File: src/rtl/adaptive_input_port.sv
// Router input port: a small flit FIFO plus X-then-Y hop-count route computation
// for the head flit, with optional timeout re-steering from the X output to Y.
module adaptive_input_port #(
  parameter int          DATA_WIDTH    = 64,
  parameter int          BUFFER_DEPTH  = 4,
  parameter logic [4:0]  DIRECTION     = 5'b00001,
  parameter int          ADAPTIVE      = 1,
  parameter int          ADAPT_TIMEOUT = 4
) (
  input  logic                                  clk,
  input  logic                                  rst,
  input  logic                                  si,
  input  logic [DATA_WIDTH-1:0]                 datai,
  output logic                                  ri,
  input  logic [4:0]                            gnt,
  output logic [4:0]                            reqo,
  output logic [DATA_WIDTH-1:0]                 datao,
  output logic [$clog2(BUFFER_DEPTH+1)-1:0]     occ,
  output logic                                  adapted
);

  localparam int PW = $clog2(BUFFER_DEPTH);
  localparam int OW = $clog2(BUFFER_DEPTH + 1);
  localparam int XD = DATA_WIDTH - 3;
  localparam int YD = DATA_WIDTH - 4;
  localparam int XH = DATA_WIDTH - 9;
  localparam int YH = DATA_WIDTH - 17;

  localparam logic [4:0] L_OUT  = 5'b10000;
  localparam logic [4:0] R_OUT  = 5'b01000;
  localparam logic [4:0] U_OUT  = 5'b00100;
  localparam logic [4:0] D_OUT  = 5'b00010;
  localparam logic [4:0] PE_OUT = 5'b00001;

  typedef enum logic [1:0] {S_EMPTY, S_PRI, S_ALT} state_t;

  logic [DATA_WIDTH-1:0] r_mem [BUFFER_DEPTH];
  logic [PW-1:0]         r_wr_ptr;
  logic [PW-1:0]         r_rd_ptr;
  logic [OW-1:0]         r_occ;
  state_t                r_state;
  logic [7:0]            r_blk_cnt;

  logic [DATA_WIDTH-1:0] w_head;
  logic [7:0]            w_xhops;
  logic [7:0]            w_yhops;
  logic [4:0]            w_x_out;
  logic [4:0]            w_y_out;
  logic [4:0]            w_pri_out;
  logic [DATA_WIDTH-1:0] w_pri_data;
  logic [DATA_WIDTH-1:0] w_alt_data;
  logic                  w_uturn;
  logic                  w_push;
  logic                  w_pop;
  logic                  w_adapt_go;
  logic [OW-1:0]         w_occ_nxt;
  state_t                w_state_nxt;
  logic [7:0]            w_blk_nxt;

  assign w_head  = r_mem[r_rd_ptr];
  assign w_xhops = w_head[XH -: 8];
  assign w_yhops = w_head[YH -: 8];

  // NOTE: every signal driven here gets a default first so no path leaves it unassigned (no latch).
  always_comb begin
    w_x_out    = w_head[XD] ? L_OUT : R_OUT;
    w_y_out    = w_head[YD] ? D_OUT : U_OUT;
    w_pri_out  = PE_OUT;
    w_pri_data = w_head;
    w_alt_data = w_head;
    w_alt_data[YH -: 8] = w_yhops - 8'd1;
    if (w_xhops != 8'd0) begin
      w_pri_out = w_x_out;
      w_pri_data[XH -: 8] = w_xhops - 8'd1;
    end else if (w_yhops != 8'd0) begin
      w_pri_out = w_y_out;
      w_pri_data[YH -: 8] = w_yhops - 8'd1;
    end
  end

  // A flit routed back out of the side it arrived on can never be served.
  assign w_uturn = (w_pri_out == DIRECTION) && (DIRECTION != PE_OUT);

  always_comb begin
    reqo    = '0;
    datao   = '0;
    adapted = 1'b0;
    unique case (r_state)
      S_PRI: begin
        reqo  = w_uturn ? 5'b00000 : w_pri_out;
        datao = w_pri_data;
      end
      S_ALT: begin
        reqo    = w_y_out;
        datao   = w_alt_data;
        adapted = 1'b1;
      end
      default: ;
    endcase
  end

  assign occ        = r_occ;
  assign ri         = (r_occ != OW'(BUFFER_DEPTH));
  assign w_push     = si & ri;
  assign w_pop      = |(gnt & reqo);
  assign w_occ_nxt  = r_occ + OW'(w_push) - OW'(w_pop);
  assign w_adapt_go = (ADAPTIVE != 0) && (r_blk_cnt == 8'(ADAPT_TIMEOUT - 1)) &&
                      (w_xhops != 8'd0) && (w_yhops != 8'd0) && (w_y_out != DIRECTION);

  always_comb begin
    w_state_nxt = r_state;
    w_blk_nxt   = r_blk_cnt;
    unique case (r_state)
      S_EMPTY: begin
        w_blk_nxt = 8'd0;
        if (w_push) w_state_nxt = S_PRI;
      end
      default: begin
        if (w_pop) begin
          w_blk_nxt   = 8'd0;
          w_state_nxt = (w_occ_nxt != '0) ? S_PRI : S_EMPTY;
        end else if (r_state == S_PRI) begin
          if (w_adapt_go) begin
            w_state_nxt = S_ALT;
            w_blk_nxt   = 8'd0;
          end else if (r_blk_cnt != 8'hFF) begin
            w_blk_nxt = r_blk_cnt + 8'd1;
          end
        end
      end
    endcase
  end

  // NOTE: flit storage is not reset; pointers and occupancy alone define what is valid.
  always_ff @(posedge clk) begin
    if (rst && w_push) r_mem[r_wr_ptr] <= datai;
  end

  // NOTE: state uses non-blocking assignments so every register samples pre-edge values.
  always_ff @(posedge clk) begin
    if (!rst) begin
      r_wr_ptr  <= '0;
      r_rd_ptr  <= '0;
      r_occ     <= '0;
      r_state   <= S_EMPTY;
      r_blk_cnt <= 8'd0;
    end else begin
      if (w_push) r_wr_ptr <= r_wr_ptr + PW'(1);
      if (w_pop)  r_rd_ptr <= r_rd_ptr + PW'(1);
      r_occ     <= w_occ_nxt;
      r_state   <= w_state_nxt;
      r_blk_cnt <= w_blk_nxt;
    end
  end

  a_no_uturn: assert property (@(posedge clk) disable iff (!rst) !((r_state == S_PRI) && w_uturn));

endmodule

File: config.mk
export PLATFORM = sky130hd
export DESIGN_NAME = adaptive_input_port
export DESIGN_NICKNAME = d
export VERILOG_FILES = /design/src/rtl/adaptive_input_port.sv
export SDC_FILE = /design/constraint.sdc
export NUM_CORES = 1
export LEC_CHECK = 0
export CAP_MARGIN = 20
export CORE_ASPECT_RATIO = 0.75
export CORE_MARGIN = 5
export CORE_UTILIZATION = 51
export DETAILED_ROUTE_END_ITERATION = 10
export PLACE_DENSITY = 0.75
export SKIP_CTS_REPAIR_TIMING = 1
export SLEW_MARGIN = 20
export SYNTH_ARGS = -nofsm -noshare
export SYNTH_HDL_FRONTEND = slang
export SYNTH_SLANG_ARGS = --single-unit
File: constraint.sdc
create_clock -name clk -period 7.8 [get_ports clk]
set_input_delay 0.78 -clock clk [delete_from_list [all_inputs] [get_ports clk]]
set_output_delay 0.78 -clock clk [all_outputs]
set_load 0.05 [all_outputs]
==> After elaboration in Yosys (flattened, before gate mapping) <==
Memories as Yosys holds them, arrays and structs flattened. A register that Yosys moved wholly into a read port is not among the register bits.
Index checks and enable logic that the tools add are counted.
{ "word_totals": {"ff_bits": 17, "latch_bits": 0, "ram_bits": 256, "romBits": 0, "input_bits": 72, "output_inout_bits": 74, "word_cells": 60, "n_memories": 1} }
{ "mem_list": {"columns": ["name", "words", "word_bits", "rd", "rd_clocked_by_memory_dff", "write_ports", "line", "rtl"], "rows": [
  ["r_mem", 4, 64, 1, 1, 1, "37", "logic [DATA_WIDTH-1:0] r_mem [BUFFER_DEPTH];"]
]} }
{ "classes": {"addsub": 7, "multipliers": 0, "div_mod_pow": 0, "magnitude_cmp": 0, "n_eq_ne": 7, "n_shift": 0, "muxes": 22, "bitwise_logic": 3, "reduce_logical": 15} }
{ "ops": {"columns": ["cell", "n"], "rows": [
  ["$pmux 64 s2", 1],
  ["$mux 8", 5],
  ["$reduce_bool 8->1", 2],
  ["$sub 8x1->8 const B", 2],
  ["$mux 2", 7],
  ["$mux 5", 2],
  ["$pmux 5 s2", 1],
  ["$reduce_bool 3->1", 3],
  ["$add 8x1->8 const B", 1],
  ["$eq 8x2->1 const B", 1],
  ["$ne 8x8->1 const B", 1],
  ["$reduce_or 7->1", 1],
  ["$mux 3", 2],
  ["$and 5x5->5", 1],
  ["$reduce_or 5->1", 1],
  ["$add 2x1->2 const B", 2],
  ["$logic_and 1x1->1", 4],
  ["$mux 1", 4],
  ["$add 3x1->3", 1],
  ["$ne 3x1->1 const B", 1],
  ["$ne 3x3->1 const B", 1],
  ["$reduce_and 3->1", 1],
  ["$sub 3x1->3", 1],
  ["$eq 2x1->1 const B", 1],
  ["other kinds (7)", 7]
]} }

==> Longest topological paths before layout <==
{ "depth": {"ltp_word": 11, "depth_mapped": 19, "depth_no_buf": 17} }

==> Worst setup path after synthesis <==
No wires, ideal clock.
{ "synth_path": {"kind": "reg2out", "startpoint": "reg with a tool-made name", "endpoint": "out datao[47]", "arrival_time_ns": 4.003, "required_ns": 7.020, "slack_ns": 3.017, "stages_incl_launch_ff": 11, "path_buffers": 2, "cell_sequence": "dfxtp_1 > buf_6 > buf_2 > mux4_2 > inv_1 > ha_1 > or3b_4 > nor3_1 > a31oi_1 > or3_1 > a21boi_0"} }
{ "synth_rtl": {"columns": ["element", "line", "rtl"], "rows": [
  ["to (decl)", "17", "output logic [DATA_WIDTH-1:0] datao,"]
]} }

==> impl_metrics.toml <==
[floorplan]
die_h_um = 139
ios = 146
die_area_um2 = 25200
die_w_um = 182
start_util_pct = 51.4
coreArea_um2 = 21900
fp-row-count = 47

[route]
drc = 0
wl_um = 23500
drtIter0Drc = 520
wire_per_inst_um = 21.9
antenna_left = 0
vias = 6107
routed_via_density = 5.68
detail_route.first_pass.iterations = 5

[power]
power_frac_clock_pct = 34.7
power_frac_comb_pct = 15.2
swShare_pct = 25.5
pwr-share-seq_pct = 50.1
p_per_area_nw_per_um2 = 251
p_int_w = 0.00258
p_sw_w = 0.000886
ir_worst_vdd_v = 0.000134
total_leakage_power_nw = 4.33

[sta]
worst_clock_skew_ps = 6.24
rsz0062_at_grt = "false"
layout_setup_ws_ps = 2020
tns_ps = 0
setup_viol = 0
period_minus_slack_ps = 5780
hold_violations = 0
max_slew_margin_pct = 30.1
fmax_mhz = 173
fin_crit_sh_pct = 74.2
drv_slew = 0
worst_pin_slew_ps = 1050

[worst_setup_path]
slowest_delay_ps = 880
critPathCaptureType = "output port"
start_kind = "register"
worstPathCellList = "buf_4 > mux4_2 > or2_1 > or4_4 > a31oi_1 > nor2_1 > o21ai_0 > a21boi_0 > clkdlybuf4s50_1"
crit_cells = 9
reg2reg_to = "r_state[0]"
ff2ff_path_depth = 15
rrSetupSlack_ps = 2580
critical_path.max_fanout = 40
critPathSlowestCell = "dfxtp_4"
cp_num_buf_inv = 2
worstPathRequired_ps = 7020
critical_path_class = "reg2out"
cp_top_family = "buffers and inverters"
critPathArrivalTime_ps = 5000

[logic_synthesis]
synth.most_common_cell = "edfxtp_1"
synth_compound_area_share_pct = 2.84
synth_top_family_by_area = "multiplexers"
synth-seq-area-share_pct = 71.5
synth_edf_count = 256
yosysWarnings = 0
synthAdderAreaFrac_pct = 1.51
syn-cell-area_um2 = 11300
synth_fp_nets = 698
synth_cells = 613
synthMuxAreaShare_pct = 13.3
synth-simple-area-share_pct = 8.02
synth_top_area_share_pct = 68.2
synth_seq_cells = 275
synth_xor_area_share_pct = 1.17
yosys-top-cells-area = "edfxtp_1 (68%), mux4_2 (12%), dfxtp_1 (3.4%)"
synth_top_cells_by_count = "edfxtp_1 (256), mux4_2 (62), nor2b_1 (53)"
synth_cell_type_count = 56
syn_avg_cell_area_um2 = 18.4
synth_ff_type = "edfxtp_1"
async_flop_share_pct = 0
yosys.area.top_type = "edfxtp_1"

[cells_and_area]
fillers = 1534
regArea_um2 = 8080
drive_gt1_share_pct = 15.6
area_delta_synth_final_pct = 22.7
fin_area_um2 = 13800
fin_nets = 847
antenna_cells = 0
multi_input_area_um2 = 3060

[clock_tree]
cts_tree = "done"
cts_buffers = 27
htree_levels = 1
cts_buffer_depth = 3
path_clk_slew_ps = 60
cts_num_sinks = 275
clock_latency_ps = 540
root_buffer = "clkbuf_16"

[placement]
dp_slack_ps = 2500
gp_congestion = 0.807
placed_area_um2 = 13000
io_buffers = 145
hpwl_um = 14300

[grt]
grt_pass1_vias = 6460
grt_max_degree = 67
grt_remaining_overflow = 0
grt_usage_pct = 18.7
grt_pass1_wl_um = 37200
antenna_found_initial = 4

[worst_hold_path]
hold_start = "r_rd_ptr[1]"
hold_path.class = "reg2reg"
hold_depth = 2

[outcome]
status = "finished, final reports clean"

[flow_run]
maxCapViolCount = 0
## per-layer routing
layer | track usage [%] | share of wire, % | up-vias
met2 | 30.1 | 47 | 228
met3 | 4.46 | 7.4 | 41
met1 | 26.8 | 44 | 3125
met4 | 3.36 | 1.6 | 8
li1 | - | - | 2705
met5 | 0 | 0.22 | -
## sequential cells by signal (all words and copies together) (netlist names), named ones only
name / cells
r_blk_cnt: 8
r_wr_ptr: 2
r_state: 2
r_rd_ptr: 2
occ: 3
r_mem: 256
## layout by cell type, fill, tap and decap left out, types with 6 or more instances in the layout
master	n
and2_1	6
clkbuf_16	27
clkdlybuf4s50_1	145
clkinv_1	8
dfxtp_1	17
edfxtp_1	256
ha_1	12
inv_1	15
mux4_2	62
nand2_1	26
nand3_1	8
nor2_1	20
nor2b_1	53
nor3_1	10
o21ai_0	12
xnor2_1	10
## kinds of logic (layout without fill, tap and decap cells)
| logic type | Yosys count | in the layout |
|---|---|---|
| and+or+nand+nor | 156 | 156 |
| DFF | 275 | 275 |
| AOI/OAI and AO/OA | 43 | 43 |
| buffers and inverters | 42 | 210 |
| muxes | 69 | 69 |
| adders and majority gates | 13 | 13 |
| xor gates and xnor gates | 15 | 15 |
## cell type report
type | instances | area share (%)
Multi-Input combinational cell | 296 | 22.1
Clock inverter | 17 | 0.877
Tap cell | 294 | 2.66
Inverter | 15 | 0.407
Timing Repair Buffer | 147 | 10.6
Sequential cell | 275 | 58.4
Clock buffer | 31 | 4.99
## per-stage QoR
step / utilization (%) / instances / hold WS [ps] / total power [W]
global route: 63.1 / 1075 / 505 / 0.00361
CTS: 63.1 / 1075 / 473 / 0.00350
detailed placement: 59.4 / 1027 / 464 / 0.00230
finish: 63.1 / 1075 / 475 / 0.00347
global placement: 59.4 / 1027 / 449 / 0.00228
floorplan: - / 613 / 445 / 0.00211
## worst max path at each step
stage | start | slack, ps | endpoint
floorplan | register | 3020 | datao[47]
global placement | register | 2520 | datao[43]
detailed placement | register | 2500 | r_state[0]
CTS | register | 1920 | datao[43]
global route | register | 1620 | datao[43]
finish | register | 2020 | datao[43]
## power by group through the flow
stage | clock [W] | sequential (W) | combinational (W)
after floorplan | 0 | 0.00178 | 0.000331
after global placement | 0 | 0.00177 | 0.000517
after detailed placement | 0 | 0.00177 | 0.000528
after CTS | 0.00123 | 0.00174 | 0.000532
after global routing | 0.00130 | 0.00175 | 0.000562
final | 0.00120 | 0.00174 | 0.000526
## worst reg2reg max path: stages (launching register included)
cell and delay, ps:
dfxtp_4 880, buf_4 610, mux4_2 620, or2_1 320, nor4_4 430, o22ai_2 160
a221oi_4 460, nand2_1 120, ha_1 290, inv_1 40, ha_1 180, fa_1 370
xnor2_1 210, nor3_1 70, a211o_1 260, a31oi_1 130
Power figures use the tool's default switching activity.
